File: src/rtl/vga_superpix_renderer.sv
// VGA raster engine: pixel-enable divider, H/V timing, superpixel addressing and
// a three-stage pipeline driving registered RGB and sync pins in four render modes.
module vga_superpix_renderer #(
    parameter int   H_ACTIVE = 640,
    parameter int   H_FP     = 16,
    parameter int   H_SYNC   = 96,
    parameter int   H_BP     = 48,
    parameter int   V_ACTIVE = 480,
    parameter int   V_FP     = 10,
    parameter int   V_SYNC   = 2,
    parameter int   V_BP     = 33,
    parameter int   CLK_DIV  = 2,
    parameter int   SP_SHIFT = 5,
    parameter int   COLOR_W  = 1,
    parameter int   ADDR_W   = 9,
    parameter logic SYNC_POL = 1'b0
) (
    input  logic                 clk,
    input  logic                 reset,
    input  logic [1:0]           mode,
    input  logic [3*COLOR_W-1:0] fg_color,
    input  logic [3*COLOR_W-1:0] bg_color,
    output logic [ADDR_W-1:0]    mem_addr,
    input  logic [3*COLOR_W-1:0] mem_data,
    output logic [COLOR_W-1:0]   R,
    output logic [COLOR_W-1:0]   G,
    output logic [COLOR_W-1:0]   B,
    output logic                 hSync,
    output logic                 vSync,
    output logic                 frame_start
);

    localparam int H_TOT   = H_ACTIVE + H_FP + H_SYNC + H_BP;
    localparam int V_TOT   = V_ACTIVE + V_FP + V_SYNC + V_BP;
    localparam int HW      = $clog2(H_TOT + 1);
    localparam int VW      = $clog2(V_TOT + 1);
    localparam int DW      = $clog2(CLK_DIV);
    localparam int CW      = 3 * COLOR_W;
    localparam int SP_COLS = (H_ACTIVE + (1 << SP_SHIFT) - 1) >> SP_SHIFT;
    localparam int SP_ROWS = (V_ACTIVE + (1 << SP_SHIFT) - 1) >> SP_SHIFT;

    localparam logic [DW-1:0]     DIV_LAST  = DW'(CLK_DIV - 1);
    localparam logic [HW-1:0]     H_LAST    = HW'(H_TOT - 1);
    localparam logic [HW-1:0]     H_ACT_L   = HW'(H_ACTIVE);
    localparam logic [HW-1:0]     HS_START  = HW'(H_ACTIVE + H_FP);
    localparam logic [HW-1:0]     HS_END    = HW'(H_ACTIVE + H_FP + H_SYNC);
    localparam logic [VW-1:0]     V_LAST    = VW'(V_TOT - 1);
    localparam logic [VW-1:0]     V_ACT_L   = VW'(V_ACTIVE);
    localparam logic [VW-1:0]     VS_START  = VW'(V_ACTIVE + V_FP);
    localparam logic [VW-1:0]     VS_END    = VW'(V_ACTIVE + V_FP + V_SYNC);
    localparam logic [HW-1:0]     LAST_COL  = HW'(SP_COLS - 1);
    localparam logic [VW-1:0]     LAST_ROW  = VW'(SP_ROWS - 1);
    localparam logic [ADDR_W-1:0] SP_COLS_A = ADDR_W'(SP_COLS);

    typedef enum logic [1:0] {
        MODE_SOLID    = 2'd0,
        MODE_CHECKER  = 2'd1,
        MODE_FRAMEBUF = 2'd2,
        MODE_BORDER   = 2'd3
    } mode_t;

    logic [DW-1:0] div_reg;
    logic          pix_en;

    logic [HW-1:0] h_cnt_reg;
    logic [VW-1:0] v_cnt_reg;
    logic          h_last;
    logic          v_last;

    logic              a_active, a_hs, a_vs, a_first;
    logic [HW-1:0]     a_xsp;
    logic [VW-1:0]     a_ysp;
    logic [ADDR_W-1:0] addr_next;

    logic          b_active_reg, b_hs_reg, b_vs_reg, b_first_reg;
    logic [HW-1:0] b_xsp_reg;
    logic [VW-1:0] b_ysp_reg;
    mode_t         mode_q_reg;

    logic [CW-1:0]      colour_next;
    logic [CW-1:0]      rgb_reg;
    logic [COLOR_W-1:0] chan [3];

    assign pix_en = (div_reg == DIV_LAST);

    always_ff @(posedge clk) begin
        if (reset) begin
            div_reg <= '0;
        end else if (pix_en) begin
            div_reg <= '0;
        end else begin
            div_reg <= div_reg + DW'(1);
        end
    end

    // Stage A: raster counters
    assign h_last = (h_cnt_reg == H_LAST);
    assign v_last = (v_cnt_reg == V_LAST);

    always_ff @(posedge clk) begin
        if (reset) begin
            h_cnt_reg <= '0;
            v_cnt_reg <= '0;
        end else if (pix_en) begin
            if (h_last) begin
                h_cnt_reg <= '0;
                v_cnt_reg <= v_last ? '0 : v_cnt_reg + VW'(1);
            end else begin
                h_cnt_reg <= h_cnt_reg + HW'(1);
            end
        end
    end

    always_comb begin
        a_active  = (h_cnt_reg < H_ACT_L) && (v_cnt_reg < V_ACT_L);
        a_hs      = (h_cnt_reg >= HS_START) && (h_cnt_reg < HS_END);
        a_vs      = (v_cnt_reg >= VS_START) && (v_cnt_reg < VS_END);
        a_first   = (h_cnt_reg == '0) && (v_cnt_reg == '0);
        a_xsp     = h_cnt_reg >> SP_SHIFT;
        a_ysp     = v_cnt_reg >> SP_SHIFT;
        // Computed modulo 2^ADDR_W, which equals truncating the full product.
        addr_next = ADDR_W'(a_ysp) * SP_COLS_A + ADDR_W'(a_xsp);
    end

    // Stage B: superpixel coordinates, framebuffer address and delayed flags
    always_ff @(posedge clk) begin
        if (reset) begin
            b_active_reg <= 1'b0;
            b_hs_reg     <= 1'b0;
            b_vs_reg     <= 1'b0;
            b_first_reg  <= 1'b0;
            b_xsp_reg    <= '0;
            b_ysp_reg    <= '0;
            mem_addr     <= '0;
            mode_q_reg   <= MODE_SOLID;
        end else if (pix_en) begin
            b_active_reg <= a_active;
            b_hs_reg     <= a_hs;
            b_vs_reg     <= a_vs;
            b_first_reg  <= a_first;
            b_xsp_reg    <= a_xsp;
            b_ysp_reg    <= a_ysp;
            if (a_active) begin
                mem_addr <= addr_next;
            end
            // Only sampled at the frame origin so a frame never mixes two modes.
            if (a_first) begin
                mode_q_reg <= mode_t'(mode);
            end
        end
    end

    // Stage C: colour selection
    always_comb begin
        colour_next = '0;
        if (b_active_reg) begin
            case (mode_q_reg)
                MODE_SOLID:    colour_next = fg_color;
                MODE_CHECKER:  colour_next = (b_xsp_reg[0] ^ b_ysp_reg[0]) ? fg_color : bg_color;
                MODE_FRAMEBUF: colour_next = mem_data;
                MODE_BORDER:   colour_next = ((b_xsp_reg == '0) || (b_ysp_reg == '0) ||
                                              (b_xsp_reg == LAST_COL) || (b_ysp_reg == LAST_ROW))
                                             ? fg_color : bg_color;
                default:       colour_next = '0;
            endcase
        end
    end

    always_ff @(posedge clk) begin
        if (reset) begin
            rgb_reg     <= '0;
            hSync       <= ~SYNC_POL;
            vSync       <= ~SYNC_POL;
            frame_start <= 1'b0;
        end else begin
            frame_start <= pix_en && b_first_reg;
            if (pix_en) begin
                rgb_reg <= colour_next;
                hSync   <= b_hs_reg ? SYNC_POL : ~SYNC_POL;
                vSync   <= b_vs_reg ? SYNC_POL : ~SYNC_POL;
            end
        end
    end

    for (genvar gi = 0; gi < 3; gi++) begin : g_chan
        assign chan[gi] = rgb_reg[gi*COLOR_W +: COLOR_W];
    end

    assign R = chan[2];
    assign G = chan[1];
    assign B = chan[0];

endmodule

File: config.mk
export PLATFORM = sky130hd
export DESIGN_NAME = vga_superpix_renderer
export DESIGN_NICKNAME = d
export VERILOG_FILES = /design/src/rtl/vga_superpix_renderer.sv
export SDC_FILE = /design/constraint.sdc
export NUM_CORES = 1
export LEC_CHECK = 0
export ABC_AREA = 1
export CAP_MARGIN = 10
export CORE_AREA = 5 5 132 96
export CTS_BUF_LIST = sky130_fd_sc_hd__clkbuf_8 sky130_fd_sc_hd__clkbuf_16
export CTS_CLUSTER_DIAMETER = 120
export DETAILED_ROUTE_END_ITERATION = 8
export DIE_AREA = 0 0 137 101
export GPL_TIMING_DRIVEN = 0
export HOLD_SLACK_MARGIN = 0.03
export PLACE_DENSITY = 0.49
export REMOVE_ABC_BUFFERS = 1
export SKIP_CTS_REPAIR_TIMING = 1
export SLEW_MARGIN = 30
export SYNTH_ARGS = -nofsm -noshare
export SYNTH_HDL_FRONTEND = slang
export SYNTH_SLANG_ARGS = --single-unit
File: constraint.sdc
create_clock -name clk -period 2.51 [get_ports clk]
set_input_delay 0.251 -clock clk [delete_from_list [all_inputs] [get_ports clk]]
set_output_delay 0.251 -clock clk [all_outputs]
set_load 0.1 [all_outputs]
==> flow_summary_export.csv <==
group,metric,value,unit
place,dp.cells,585,
timing,min_period,2.164,ns
route,dr.pass1.iters,4,
global_routing,antenna_found_initial,0,
die,core_area,11350,um2
hold_path,hold_end,"h_cnt_reg[4]$_SDFFE_PP0P_",
power_and_ir_drop,p_clk_share,40.6,%
run_status,status,"completed",
clocking,cts-buffers-inserted,5,
power_and_ir_drop,pwr-share-seq,49.6,%
final_layout,final_cell_mix,"nand2_1, inv_1, dfxtp_1",
synth,syn_inst,406,
timing,slew_violations,0,
die,chipHeight,101,um
die,num_rows,33,
synth,yosysWarnings,0,
timing,slew-limit-headroom,34.59,%
critical_path,criticalPathCategory,"reg2reg",
final_layout,antennaDiodeCount,0,
clocking,h-tree-depth,2,
place,port_buffers,27,
final_layout,layout.cells.non_filler,593,
final_layout,area_growth,20.41,%
power_and_ir_drop,finalPower,1.719,mW
critical_path,endpoint_kind,"register",
flow_run,maxCapViolCount,0,
synth,ys_seq_area_share,36.60,%
route,initialDrtViolationCount,149,
clocking,cts.clk_slew.worst_paths,0.08,ns
critical_path,worstRegToRegCells,10,
clocking,cts_sinks,52,
final_layout,final_common_cell,"nand2_1",
route,drc_errors,0,
final_layout,drive_gt1_share,7.339,%
timing,holdWs,0.4256,ns
die,io_pins,28,
synth,synthArstFlopShare,0,%
critical_path,r2r-start,"v_cnt_reg[6]$_SDFFE_PP0P_",
synth,syn_area,2844,um2
global_routing,overflow,0,
place,pre_cts_ws,0.3217,ns
power_and_ir_drop,pwr_density_cell,502.1,nW/um2
clocking,clk_path_buf_depth,2,
route,wl_per_cell,11.95,um
synth,ys_types,35,
timing,skew,0.01215,ns
route,drt-total-wl,7.084,mm
hold_path,min_path_type,"in2reg",
hold_path,holdCritStartpoint,"reset",
timing,hold_viol_final,0,
route,vias,2580,
final_layout,multi_input_area,1554,um2
timing,finalSetupViolCount,0,
die,die_w,137,um
timing,finalCritPeriodShare,86.23,%
critical_path,critPathMaxFanout,8,
power_and_ir_drop,p_sw_share,26.34,%
critical_path,arrival,2.37,ns
final_layout,seq_area,1041,um2
synth,synth_edf_count,0,
power_and_ir_drop,leakage,1.381,nW
timing,rsz0062_at_grt,"no",
global_routing,grt_start_max_net_pins,23,
synth,yosys_register_bits,52,
power_and_ir_drop,p_comb_share,9.9,%
synth,synth.avg_cell_area,7.005,um2
synth,ys.flop_type,"dfxtp_1",
clocking,cts_tree,"done",
power_and_ir_drop,p_int,1.266,mW
die,die-area,13840,um2
clocking,clock-root-buffer,"clkbuf_16",
final_layout,num-fill-cells,1249,
clocking,clk_latency,0.30,ns
critical_path,r2r_end,"mem_addr[8]$_SDFFE_PP0P_",
global_routing,grt_usage,10.64,%
global_routing,grt_pass1_wl,11.62,mm
power_and_ir_drop,vdd_drop_max,0.2502,mV
power_and_ir_drop,power_switching,0.4528,mW
timing,worst_pin_slew,0.9780,ns
route,ant_nets,0,
die,initial_core_util,25.05,%
timing,setup_ws,0.3456,ns
critical_path,cp.required,2.71,ns
place,place.gp.congestion,0.8115,
timing,max_freq,0.4620,GHz
global_routing,grt_pass1_vias,2331,
hold_path,hold_depth,2,
place,hpwlAfterDp,5.527,mm
critical_path,r2r_slack,0.35,ns
route,via_per_inst,4.351,
critical_path,crit_path_start_kind,"register",
final_layout,fin_nets,463,
## per-layer routing
metal / GRT usage [%] / up-vias / share of wire (%)
li1: - / 1356 / -
met1: 16.51 / 1187 / 56
met2: 14.65 / 35 / 39
met3: 2.695 / 2 / 3.8
met4: 2.071 / 0 / 0.62
met5: 0 / - / 0
## power groups by stage
stage / registers [mW] / logic, mW / clock network, mW
6_report: 0.852 / 0.170 / 0.697
3_5_place_dp: 0.872 / 0.171 / 0
4_1_cts: 0.852 / 0.172 / 0.714
5_1_grt: 0.855 / 0.188 / 0.745
3_3_place_gp: 0.871 / 0.172 / 0
2_1_floorplan: 0.901 / 0.0783 / 0
## stage by stage
stage | utilization [%] | instance area (um2) | setup TNS (ns)
after floorplan | - | 2816 | 0
after global placement | 28.91 | 3283 | -6.313
after detailed placement | 28.87 | 3278 | 0
after CTS | 30.16 | 3425 | 0
after global routing | 30.16 | 3425 | 0
final | 30.16 | 3425 | 0
## cells in the mapped netlist (3+ instances only)
cell / count / area share [%]
nand4_1: 7 / 1.5
nor3_1: 3 / 0.53
xnor2_1: 3 / 0.92
o22ai_1: 6 / 1.3
inv_1: 53 / 7.0
nor2_1: 41 / 5.4
nand2_2: 3 / 0.66
o21ai_0: 18 / 3.2
inv_2: 4 / 0.53
nor2_4: 3 / 1.2
dfxtp_1: 52 / 37
nand2_1: 107 / 14
nor2_2: 3 / 0.66
clkbuf_1: 3 / 0.40
a21oi_1: 20 / 3.5
ha_1: 13 / 5.7
xor2_1: 9 / 2.8
nand3_1: 33 / 5.8
o21ai_2: 3 / 0.92
## worst max-delay path by stage
stage                                          from                         to
final                     v_cnt_reg[6]$_SDFFE_PP0P_   mem_addr[8]$_SDFFE_PP0P_
after global routing      v_cnt_reg[5]$_SDFFE_PP0P_   mem_addr[8]$_SDFFE_PP0P_
after CTS                 v_cnt_reg[6]$_SDFFE_PP0P_   mem_addr[8]$_SDFFE_PP0P_
after detailed placement                      reset         vSync$_SDFFE_PP1P_
after global placement                        reset  h_cnt_reg[1]$_SDFFE_PP0P_
after floorplan           v_cnt_reg[6]$_SDFFE_PP0P_   mem_addr[8]$_SDFFE_PP0P_
## critical path, stage by stage, from the launching register on
cell and delay [ns]:
dfxtp_1 0.53, ha_1 0.30, ha_1 0.21, inv_1 0.06, fa_1 0.45, inv_1 0.10
nand3_1 0.11, nand3_1 0.10, nand2_1 0.05, o21ai_1 0.11, inv_1 0.05
## cell families (layout without fill, tap and decap cells)
group	after synthesis	count (layout)	share of synthesized area, %
xor+xnor	12	12	3.696
simple gates	212	212	33.92
buf+inv	64	94	8.755
compound gates	51	51	9.900
flops	52	52	36.60
fa+ha+maj	15	15	7.127
## cell type report
cell class                      instances  share of cell area [%]
Tap cell                              157                   5.736
Sequential cell                        52                   30.40
Clock inverter                          3                  0.6211
Multi-Input combinational cell        290                   45.38
Clock buffer                            5                   3.654
Inverter                               59                   6.467
Timing Repair Buffer                   27                   7.746
Power figures use the tool's default switching activity.
